--- config.mk ---
export PLATFORM = sky130hd
export DESIGN_NAME = random_range_gen_flat
export DESIGN_NICKNAME = d
export VERILOG_FILES = /design/src/rtl/random_range_gen_if.sv /design/src/rtl/random_range_gen.sv /design/src/flat_wrapper.sv
export SDC_FILE = /design/constraint.sdc
export NUM_CORES = 1
export LEC_CHECK = 0
export CAP_MARGIN = 20
export CORE_MARGIN = 4
export CORE_UTILIZATION = 47
export CTS_CLUSTER_SIZE = 40
export DETAILED_ROUTE_END_ITERATION = 16
export PLACE_DENSITY = 0.92
export SYNTH_ARGS = -nofsm -noshare
export SYNTH_HDL_FRONTEND = slang
export SYNTH_SLANG_ARGS = --single-unit
--- constraint.sdc ---
create_clock -name clk_i -period 2.86 [get_ports clk_i]
set_clock_uncertainty 0.05 [all_clocks]
set_input_delay 0.858 -clock clk_i [delete_from_list [all_inputs] [get_ports clk_i]]
set_output_delay 0.858 -clock clk_i [all_outputs]
set_load 0.1 [all_outputs]
--- src/rtl/random_range_gen_if.sv ---
// Handshake bundle for random_range_gen: reseed strobe/value from the
// consumer side, valid/data toward it, and the consumer's ready.
interface random_range_gen_if #(
  parameter int                width_p = 16,
  parameter longint unsigned   range_p = 7
);
  localparam int out_width_p = $clog2(range_p);

  logic                   seed_v_i;
  logic [width_p-1:0]     seed_i;
  logic                   ready_i;
  logic                   v_o;
  logic [out_width_p-1:0] data_o;

  // Consumer / environment side.
  modport master (
    output seed_v_i, seed_i, ready_i,
    input  v_o, data_o
  );

  // Generator side.
  modport slave (
    input  seed_v_i, seed_i, ready_i,
    output v_o, data_o
  );
endinterface

--- src/rtl/random_range_gen.sv ---
// Uniform random values in 0..range_p-1 from a free-running Galois LFSR,
// using rejection sampling on the low out_width_p state bits and a
// one-entry valid/ready output register.
// Optional feature macro: RANDOM_ZERO_RECOVER_EN -- replaces a zero reseed
// value and any all-zero LFSR state with seed_p.
module random_range_gen #(
  parameter int                width_p = 16,
  parameter logic [width_p-1:0] mask_p = width_p'(16'h002D),
  parameter logic [width_p-1:0] seed_p = width_p'(38),
  parameter longint unsigned   range_p = 7
) (
  input  logic               clk_i,
  input  logic               reset_i,
  random_range_gen_if.slave  bus
);
  localparam int out_width_p = $clog2(range_p);
  // One extra bit so range_p = 2^out_width_p is representable.
  localparam logic [out_width_p:0] range_lp = (out_width_p + 1)'(range_p);

  typedef enum logic {EMPTY, FULL} state_e;

  state_e                 state_q, state_d;
  logic [width_p-1:0]     r_q, r_step, r_next, seed_load;
  logic [out_width_p-1:0] cand, data_q;
  logic                   accept, load;

  // One Galois step: the MSB feeds bit 0 and is XORed into every tapped bit
  // above it; mask bit 0 has no meaning and is ignored.
  always_comb begin
    // NOTE: every always_comb output gets a default first so no path can
    // leave it unassigned and infer a latch.
    r_step    = '0;
    r_step[0] = r_q[width_p-1];
    for (int i = 1; i < width_p; i++) begin
      r_step[i] = r_q[i-1] ^ (mask_p[i] & r_q[width_p-1]);
    end
  end

`ifdef RANDOM_ZERO_RECOVER_EN
  // A zero state would lock the LFSR; fall back to the reset seed instead.
  assign seed_load = (bus.seed_i == '0) ? seed_p : bus.seed_i;
  assign r_next    = (r_q == '0) ? seed_p : r_step;
`else
  assign seed_load = bus.seed_i;
  assign r_next    = r_step;
`endif

  // Candidate is taken from the registered state, never from r_next.
  assign cand   = r_q[out_width_p-1:0];
  assign accept = ({1'b0, cand} < range_lp);

  // Output FSM next state: fill when empty, refill or drain on handshake.
  always_comb begin
    state_d = state_q;
    load    = 1'b0;
    unique case (state_q)
      EMPTY: begin
        if (accept) begin
          load    = 1'b1;
          state_d = FULL;
        end
      end
      FULL: begin
        if (bus.ready_i) begin
          if (accept) begin
            load = 1'b1;
          end else begin
            state_d = EMPTY;
          end
        end
      end
      default: state_d = EMPTY;
    endcase
  end

  // State register, LFSR and output data: reset beats reseed beats step.
  always_ff @(posedge clk_i) begin
    // NOTE: sequential state uses non-blocking assignments so every register
    // samples values from before the edge, independent of statement order.
    if (reset_i) begin
      r_q     <= seed_p;
      state_q <= EMPTY;
      data_q  <= '0;
    end else if (bus.seed_v_i) begin
      // Reseed discards any pending value even if it was being accepted.
      r_q     <= seed_load;
      state_q <= EMPTY;
    end else begin
      r_q     <= r_next;
      state_q <= state_d;
      if (load) begin
        data_q <= cand;
      end
    end
  end

  assign bus.v_o    = (state_q == FULL);
  assign bus.data_o = data_q;

endmodule

--- src/flat_wrapper.sv ---
// flat-port wrapper written by rule: the top's interface ports become plain ports
module random_range_gen_flat 
#(
  parameter int                width_p = 16,
  parameter logic [width_p-1:0] mask_p = width_p'(16'h002D),
  parameter logic [width_p-1:0] seed_p = width_p'(38),
  parameter longint unsigned   range_p = 7
)
  (clk_i, reset_i, bus_seed_v_i, bus_seed_i, bus_ready_i, bus_v_o, bus_data_o);
  random_range_gen_if #(.width_p(width_p), .range_p(range_p)) bus_i ();
  input  logic clk_i;
  input  logic reset_i;
  input wire logic [$bits(bus_i.seed_v_i)-1:0] bus_seed_v_i;
  input wire logic [$bits(bus_i.seed_i)-1:0] bus_seed_i;
  input wire logic [$bits(bus_i.ready_i)-1:0] bus_ready_i;
  output wire logic [$bits(bus_i.v_o)-1:0] bus_v_o;
  output wire logic [$bits(bus_i.data_o)-1:0] bus_data_o;
  assign bus_i.seed_v_i = bus_seed_v_i;
  assign bus_i.seed_i = bus_seed_i;
  assign bus_i.ready_i = bus_ready_i;
  assign bus_v_o = bus_i.v_o;
  assign bus_data_o = bus_i.data_o;
  random_range_gen #(.width_p(width_p), .mask_p(mask_p), .seed_p(seed_p), .range_p(range_p)) u_core (.clk_i(clk_i), .reset_i(reset_i), .bus(bus_i));
endmodule
==> results.md, run 1 <==
- Max cap viols: 0
- CP Capture Type: flop
- Total power: 0.5826 mW
- Syn. warnings: 0
- Number of flops mapped to enable cells by yosys: 0
- Final Non-Filler Cells: 108
- Total track usage: 0.1492
- Pin count of the biggest net entering global routing: 16
- Synth area leaders: dfxtp_1 (53%), mux2i_1 (21%), nor2_1 (6.4%), o221a_2 (4.4%), xor2_1 (3.5%)
- Final setup viols: 0
- # rows: 14
- Final nets: 113
- Final hold vios: 0
- Fin crit share: 0.7305
- Net Count, Synth: 87
- Fmax: 478.6 MHz
- Final Routed Wirelength: 1.388 mm
- Worst R2R Setup Slack: 1780 ps
- Vias in the first global route: 574
- Clk sinks: 20
- Slew of the pin with the lowest slew margin: 519.6 ps
- Global-route wire length before repair: 2.311 mm
- #FFs+latches synth: 20
- Startpoint type of the worst setup path: input port
- Met2 wire len: 730 µm
- Routed vias/inst: 5.056
- Slew margin rel.: 0.6525
- Antenna cells: 0
- Syn Inst Count: 67
- Yosys cell types: 13
- Synthesized cell area: 760.7 µm²
- Hold/Removal Path Class: reg -> reg
- Status: completed
- H-Tree Depth: 1
- Residual DRC: 0
- Power per standard cell area: 572.0 nW/µm²
- Area Growth Syn to Fin: 33.88%
- Post-CTS setup buffer count: 0
- Routed WL per cell: 12.85 µm
- Main synth FF type: dfxtp_1
- RSZ-0062 raised after global routing: no
- Gr ovfl total: 0
- Pre-antenna DRT Iters: 4
- Slew Viols, Final: 0
- Clk pin slew, worst setup/hold paths: 110 ps
- Layout fillers: 141
- Die W: 48.23 µm
- Clock Path Buffers: 2
- ANT nets after route: 0
- CTS Hold Bufs: 0
- WS Path Type: in -> reg
- CP Max Fanout: 11
- Post-detail-place hpwl: 1.042 mm
- Top layer in use: met3
- Core Area: 1524 µm²
- Worst R2R Start: u_core.r_q[2]$_SDFF_PP1_
- Clock Latency Late Sink: 290 ps
- Inserted Clock Buffers: 3
- Tmin final: 2089 ps
- TNS Setup: 0 ps
- DR vias: 546
- HP Start: u_core.r_q[14]$_SDFF_PP0_
- Final Wtd Congestion: 0.7284
- Initial Util: 0.4992
- Post-synth top cells: dfxtp_1 (20), mux2i_1 (16), nor2_1 (13)
- Die Ht: 48.23 µm
- Crit path from: bus_seed_v_i
- Post-synth top area share: 0.5263
- Cell leakage power: 0.4605 nW
- Met1 wire length: 551 µm
- Share of layout cells above drive strength 1: 0.1522
- CP Data Arrival Time: 2210 ps
- Area leader, netlist: dfxtp_1
- Initial antenna violation count: 0
- Die area: 2326 µm²
- Met3 WL: 106 µm
- Port Buffer Count: 23
- Io pins: 24
- Synthesized area per cell: 11.35 µm²
- Critical path required time: 2980 ps
- # resized after CTS: 0
- Register area share after synthesis: 0.5263
- Clock tree from TritonCTS: done
- Initial DRC count: 2
- Cells after DPL: 104
- CTS Root Cell: clkbuf_4
- Peak supply drop: 0.0003420 V
- Most frequent cell after synthesis: dfxtp_1
- Ys async rst share: 0
==> worst max-delay path: stages <==
cell and delay [ps]:
clkdlybuf4s50_1 760, buf_4 310, mux2i_1 220, nor2_1 60
==> cell usage in the layout (no fill, tap or decap) <==
cell             Yosys  layout
clkdlybuf4s50_1      0      19
nand2_1              3       3
nor2_1              13      13
xor2_1               3       3
mux2i_1             16      16
and3_4               1       1
dfxtp_1             20      20
o221a_2              3       3
inv_1                1       1
clkbuf_4             0       3
clkbuf_8             0       1
a211oi_1             1       1
nor3b_4              1       1
buf_4                0       5
nand2b_1             2       2
==> where the power goes <==
part	switching (mW)	total, mW	internal [mW]
Combinational	0.0619	0.114	0.0525
Sequential	0.00995	0.308	0.298
Clock	0.0821	0.160	0.0776
Total	0.154	0.583	0.429
==> cells by family after synthesis <==
kind of cell / after synthesis / share of synthesized area
buf+inv: 4 / 0.03946
simple gates: 20 / 0.1349
mux: 16 / 0.2105
flops: 20 / 0.5263
xor+xnor: 3 / 0.03455
compound gates: 4 / 0.05428
==> final cells by class <==
cell class / instances / area [µm²] / share of cell area
clock buffers: 4 / 36.28 / 0.03563
inverters: 1 / 3.754 / 0.003685
multi-input cells: 43 / 330.3 / 0.3243
flip-flops and latches: 20 / 400.4 / 0.3931
well taps: 16 / 20.02 / 0.01966
repair buffers: 24 / 227.7 / 0.2236
==> metrics by stage <==
step	cell area [µm²]	hold WS, ps	util	setup slack [ps]
5_1_grt	1018	457.3	0.6683	675.4
2_1_floorplan	760.7	386.5	-	1027
3_5_place_dp	982.2	406.7	0.6445	444.1
4_1_cts	1018	432.8	0.6683	775.6
6_report	1018	425.0	0.6683	770.7
3_3_place_gp	982.2	393.0	0.6445	482.3
==> metal layers <==
layer,GRT usage,up-vias
met3,0.05535,0
met1,0.1457,250
met2,0.2839,18
met5,0,-
met4,0.04839,0
li1,-,278
==> path summary, 6_finish.rpt <==
kind                                       end  depth (start not counted)
min reg2reg          u_core.r_q[15]$_SDFF_PP0_                          2
max                   u_core.r_q[7]$_SDFF_PP0_                          4
max reg2reg  u_core.bus.data_o[0]$_SDFFE_PP0P_                          3
min                  u_core.r_q[15]$_SDFF_PP0_                          2
==> flip-flops by register name, summed over array words and instances, names as in the netlist <==
name,count
u_core.bus.v_o,1
u_core.bus.data_o,3
u_core.r_q,16
Note: power is estimated with default switching activity, not from simulation.
==> inputs of run 2 (changes only) <==
--- a/config.mk
+++ b/config.mk
@@ -6,11 +6,12 @@
 export NUM_CORES = 1
 export LEC_CHECK = 0
 export CAP_MARGIN = 20
+export CORE_ASPECT_RATIO = 0.7
 export CORE_MARGIN = 4
-export CORE_UTILIZATION = 47
+export CORE_UTILIZATION = 39
 export CTS_CLUSTER_SIZE = 40
 export DETAILED_ROUTE_END_ITERATION = 16
-export PLACE_DENSITY = 0.92
+export PLACE_DENSITY = 0.83
 export SYNTH_ARGS = -nofsm -noshare
 export SYNTH_HDL_FRONTEND = slang
 export SYNTH_SLANG_ARGS = --single-unit
==> constraint.sdc (replaced) <==
create_clock -name clk_i -period 1.8 [get_ports clk_i]
set_clock_uncertainty 0.05 [all_clocks]
set_input_delay 0.54 -clock clk_i [delete_from_list [all_inputs] [get_ports clk_i]]
set_output_delay 0.54 -clock clk_i [all_outputs]
set_load 0.1 [all_outputs]
==> results.md, run 2 (synthesized netlist as in run 1, its figures left out) <==
- Status: completed
- CP Max Fanout: 2 (-9)
- Final nets: 115 (+1.8%)
- Global-route wire length before repair: 2.456 mm (+6.3%)
- RSZ-0062 raised after global routing: no
- # rows: 13 (-1)
- Area Growth Syn to Fin: 47.20%
- Max cap viols: 0 (unchanged)
- CP Data Arrival Time: 890 ps (-1320 ps)
- Register with the most flip-flops: u_core.r_q
- Fin crit share: 0.8233
- Max FFs per register: 16 (unchanged)
- Int Pwr: 0.8060 mW (+88%)
- Clock Path Buffers: 2 (unchanged)
- Total power: 1.061 mW (+82%)
- Pin count of the biggest net entering global routing: 14 (-2)
- Slew margin rel.: 0.8485 (+0.1959)
- CP top delay family: flip-flops
- Post-CTS setup buffer count: 0 (unchanged)
- Top layer in use: met4
- Placed cell areas: 1067 µm² (+8.7%)
- Routed vias/inst: 4.784 (-5.4%)
- Power share of the combinational group: 0.196 (about the same)
- Peak supply drop: 0.0007104 V (+110%)
- Inserted Clock Buffers: 3 (unchanged)
- DR vias: 555 (+1.6%)
- Post-detail-place hpwl: 1.124 mm (+7.8%)
- Startpoint type of the worst setup path: flop
- Die area: 2732 µm² (+17%)
- Initial antenna violation count: 0 (unchanged)
- Hold/Removal Path Class: reg -> reg
- Clk pin slew, worst setup/hold paths: 110 ps (about the same)
- Clock Latency Late Sink: 300 ps (about the same)
- P_sw: 0.2547 mW (+65%)
- Gr ovfl total: 0 (unchanged)
- Share of layout cells above drive strength 1: 0.1702 (+0.01804)
- Met1 wire length: 635 µm (+15%)
- Port Buffer Count: 23 (unchanged)
- TNS Setup: 0 ps (unchanged)
- Cell leakage power: 0.4956 nW (+7.6%)
- Fmax: 674.8 MHz
- Residual DRC: 0 (unchanged)
- Core Area: 1854 µm² (+22%)
- Slew Viols, Final: 0 (unchanged)
- Min Hold Slack: 425.6 ps (+0.5500 ps)
- Worst path cell trace: buf_12
- Commonest cells after routing, fill and taps aside: dfxtp_1 (20), clkdlybuf4s50_1 (19), mux2i_1 (16)
- Fraction of power spent switching nets: 0.2401 (-0.02427)
- Io pins: 24 (unchanged)
- Met2 wire len: 716 µm (-1.9%)
- CTS Root Cell: clkbuf_4
- Die W: 60.79 µm (+26%)
- # resized after CTS: 0 (unchanged)
- Vias in the first global route: 561 (-2.3%)
- Routed WL per cell: 12.79 µm (-0.46%)
- Total track usage: 0.1307 (-0.01851)
- Final Non-Filler Cells: 116 (+7.4%)
- Slowest stage delay, CP: 400 ps (-360 ps)
- CP bufs+invs: 1 (-1)
- Met3 WL: 111 µm (+4.7%)
- Initial Util: 0.4103 (-0.08892)
- Final setup viols: 0 (unchanged)
- Final Wtd Congestion: 0.7065 (-3.0%)
- Critical path required time: 1210 ps (-1770 ps)
- Pre-antenna DRT Iters: 4 (unchanged)
- Cells after DPL: 112 (+7.7%)
- Slowest CP cell: dfxtp_1
- Sequential Power Share: 0.466 (-0.063)
- Antenna cells: 0 (unchanged)
- Clk sinks: 20 (unchanged)
- Die Ht: 44.95 µm (-6.8%)
- Final Routed Wirelength: 1.484 mm (+6.9%)
- Final Instance Area: 1120 µm² (+10%)
- Most common cell after layout, fill and taps aside: dfxtp_1
- Clock Power Share: 0.338 (+0.064)
- Initial DRC count: 3 (+1)
- Power per standard cell area: 947.2 nW/µm² (+66%)
- CTS Hold Bufs: 0 (unchanged)
- CP Capture Type: output pin
- WS Path Type: reg -> out
- H-Tree Depth: 1 (unchanged)
- Clock tree from TritonCTS: done
- Slew of the pin with the lowest slew margin: 226.6 ps (-293.0 ps)
- Final hold vios: 0 (unchanged)
- ANT nets after route: 0 (unchanged)
- Tmin final: 1482 ps
## run 2: final timing paths
kind	start	to	slack [ps]	cells after the start
max reg2reg	u_core.bus.v_o$_SDFF_PP0_	u_core.bus.data_o[0]$_SDFFE_PP0P_	750	3
min reg2reg	u_core.r_q[8]$_SDFF_PP0_	u_core.r_q[9]$_SDFF_PP0_	430	2
min	u_core.r_q[8]$_SDFF_PP0_	u_core.r_q[9]$_SDFF_PP0_	430	2
max	u_core.bus.data_o[0]$_SDFFE_PP0P_	bus_data_o[0]	320	1
## run 2: per-layer routing
metal	vias up	GRT usage
met4	0	0.05195
met3	5	0.06857
met5	-	0
met1	255	0.1441
li1	280	-
met2	15	0.2132
## run 2: area by class of cell
cell class | instances | area [µm²]
Clock buffer | 3 | 22.52
Clock inverter | 1 | 30.03
Fill cell | 165 | 734.5
Inverter | 1 | 3.754
Multi-Input combinational cell | 43 | 330.3
Sequential cell | 20 | 400.4
Tap cell | 22 | 27.53
Timing Repair Buffer | 26 | 305.3
## run 2: stage by stage
step	util	setup WS [ps]
2_1_floorplan	-	92.06
3_3_place_gp	0.5756	58.68
3_5_place_dp	0.5756	38.73
4_1_cts	0.6039	295.6
5_1_grt	0.6039	249.1
6_report	0.6039	318.0
## run 2: power groups by stage
stage               Combinational, mW  Clock [mW]  Sequential [mW]
floorplan                      0.0701           0            0.547
CTS                             0.210       0.371            0.495
global placement                0.203           0            0.503
detailed placement              0.207           0            0.504
global route                    0.219       0.396            0.498
finish                          0.208       0.358            0.494
==> inputs of run 3 (changes only) <==
==> constraint.sdc (replaced) <==
create_clock -name clk_i -period 1.32 [get_ports clk_i]
set_clock_uncertainty 0.05 [all_clocks]
set_input_delay 0.396 -clock clk_i [delete_from_list [all_inputs] [get_ports clk_i]]
set_output_delay 0.396 -clock clk_i [all_outputs]
set_load 0.1 [all_outputs]
==> results.md, run 3 (synthesized netlist as in run 1, its figures left out) <==
- Status: completed
- Crit path from: u_core.bus.data_o[0]$_SDFFE_PP0P_
- Tmin final: 1299 ps
- Post-CTS setup buffer count: 0 (unchanged)
- CP Max Fanout: 2 (unchanged)
- Clk sinks: 20 (unchanged)
- Register with the most flip-flops: u_core.r_q
- Final Wtd Congestion: 0.7314 (+3.5%)
- Residual DRC: 0 (unchanged)
- Routed WL per cell: 11.84 µm (-7.4%)
- Int Pwr: 0.9640 mW (+20%)
- Sequential Power Share: 0.514 (+0.048)
- Final hold vios: 0 (unchanged)
- Clock tree from TritonCTS: done
- Seq. cell area: 407.9 µm² (+1.9%)
- CTS Hold Bufs: 0 (unchanged)
- Clock Latency Late Sink: 300 ps (about the same)
- HP Start: u_core.r_q[11]$_SDFF_PP0_
- Port Buffer Count: 23 (unchanged)
- Hold path depth: 2 (unchanged)
- P_sw: 0.3476 mW (+36%)
- Met1 Use GR: 0.1416 (-0.002504)
- Power share of the combinational group: 0.216 (+0.020)
- Inserted Clock Buffers: 3 (unchanged)
- Initial antenna violation count: 0 (unchanged)
- Worst path cell trace: buf_12
- Final Routed Wirelength: 1.409 mm (-5.1%)
- Share of layout cells above drive strength 1: 0.2371 (+0.06690)
- Slew Viols, Final: 0 (unchanged)
- # resized after CTS: 0 (unchanged)
- Hold Path Sink: u_core.r_q[12]$_SDFF_PP0_
- Peak supply drop: 0.0007497 V (+5.5%)
- Reg2Reg Capture Point: u_core.bus.data_o[2]$_SDFFE_PP0P_
- Power per standard cell area: 1163 nW/µm² (+23%)
- ANT nets after route: 0 (unchanged)
- Gr ovfl total: 0 (unchanged)
- Core Area: 1854 µm² (unchanged)
- Clk pin slew, worst setup/hold paths: 120 ps (about the same)
- Vias in the first global route: 585 (+4.3%)
- Fin crit share: 0.9839
- Final setup viols: 0 (unchanged)
- Layout Utilization: 0.6080 (+0.004048)
- RSZ-0062 raised after global routing: yes
- H-Tree Depth: 1 (unchanged)
- Die W: 60.79 µm (unchanged)
- Initial Util: 0.4103 (unchanged)
- Fmax: 769.9 MHz
- Final Non-Filler Cells: 119 (+2.6%)
- Final nets: 118 (+2.6%)
- Most common cell after layout, fill and taps aside: clkdlybuf4s50_1
- Slew of the pin with the lowest slew margin: 201.0 ps (-25.58 ps)
- Area Growth Syn to Fin: 48.19%
- CP bufs+invs: 1 (unchanged)
- Pin count of the biggest net entering global routing: 12 (-2)
- CTS Root Cell: clkbuf_4
- Routed vias/inst: 4.739 (-0.94%)
- Hold/Removal Path Class: reg -> reg
- DR vias: 564 (+1.6%)
- Slowest CP cell: dfxtp_2
- CP top delay family: flip-flops
- Global-route wire length before repair: 2.401 mm (-2.2%)
- Multi-input logic area: 330.3 µm² (unchanged)
- Fraction of power spent switching nets: 0.2650 (+0.02489)
- FF-to-FF path depth: 3 (unchanged)
- Met3 usage: 0.05143 (-0.01714)
- Cell leakage power: 0.5104 nW (+3.0%)
- Slew margin rel.: 0.8658 (+0.01731)
- Total track usage: 0.1209 (-0.009810)
- CP Data Arrival Time: 850 ps (-40 ps)
- Initial DRC count: 5 (+2)
- Post-detail-place hpwl: 1.146 mm (+2.0%)
- Die area: 2732 µm² (unchanged)
- Io pins: 24 (unchanged)
- Critical path required time: 870 ps (-340 ps)
- Slowest stage delay, CP: 380 ps (-20 ps)
- Max cap viols: 0 (unchanged)
- # rows: 13 (unchanged)
- Max FFs per register: 16 (unchanged)
- Commonest cells after routing, fill and taps aside: clkdlybuf4s50_1 (18), mux2i_1 (16), dfxtp_1 (16)
- Clock Power Share: 0.270 (-0.068)
- Worst R2R Setup Slack: 270 ps (-480 ps)
- Die Ht: 44.95 µm (unchanged)
- Startpoint type of the worst setup path: flop
- Total power: 1.312 mW (+24%)
- WS Path Type: reg -> out
- Layout fillers: 171 (+3.6%)
- Cells after DPL: 115 (+2.7%)
- TNS Setup: 0 ps (unchanged)
- Antenna cells: 0 (unchanged)
- Met2 Use GR: 0.2004 (-0.01279)
- Clock Path Buffers: 2 (unchanged)
- CP Capture Type: output pin
- Grt peak-use layer: met2
- Pre-antenna DRT Iters: 4 (unchanged)
- Worst R2R Start: u_core.r_q[2]$_SDFF_PP1_
run 3: cell types whose count changed in the layout (fill, tap and decap cells not counted):
cell / previous run / this run
clkdlybuf4s50_1: 19 / 18
buf_6: 0 / 1
bufinv_16: 1 / 0
dfxtp_2: 0 / 3
dfxtp_4: 0 / 1
buf_12: 5 / 4
buf_4: 2 / 5
clkbuf_8: 0 / 1
dlymetal6s2s_1: 0 / 1
dfxtp_1: 20 / 16
run 3: through the flow:
stage	hold WS [ps]	setup slack, ps	instance area (µm²)
global route	466.9	-23.47	1127
CTS	428.2	15.30	1121
floorplan	386.5	112.9	768.2
finish	419.3	21.21	1127
detailed placement	402.2	-289.8	1085
global placement	388.5	-254.1	1085
run 3: how the worst max path moves through the flow:
stage,end,slack (ps),cells after the start
3_5_place_dp,u_core.bus.data_o[1]$_SDFFE_PP0P_,-290,4
4_1_cts,bus_data_o[0],20,1
2_1_floorplan,u_core.bus.data_o[0]$_SDFFE_PP0P_,110,3
5_1_grt,bus_data_o[0],-20,1
6_report,bus_data_o[0],20,1
3_3_place_gp,u_core.bus.data_o[0]$_SDFFE_PP0P_,-250,4
run 3: cell type report:
type                    instances  area share
flip-flops and latches         20      0.3618
multi-input cells              43      0.2930
repair buffers                 29      0.2852
clock buffers                   4     0.03219
well taps                      22     0.02442
inverters                       1    0.003330
run 3: routing by layer:
layer / up-vias / part of all wire
li1: 289 / -
met1: 258 / 0.46
met2: 15 / 0.48
met3: 2 / 0.059
met4: 0 / 0.0064
met5: - / 0
run 3: power groups by stage:
stage	Sequential, mW	Clock, mW	Combinational [mW]
4_1_cts	0.675	0.361	0.285
5_1_grt	0.681	0.393	0.303
2_1_floorplan	0.748	0	0.0955
3_3_place_gp	0.687	0	0.278
3_5_place_dp	0.689	0	0.284
6_report	0.674	0.354	0.283
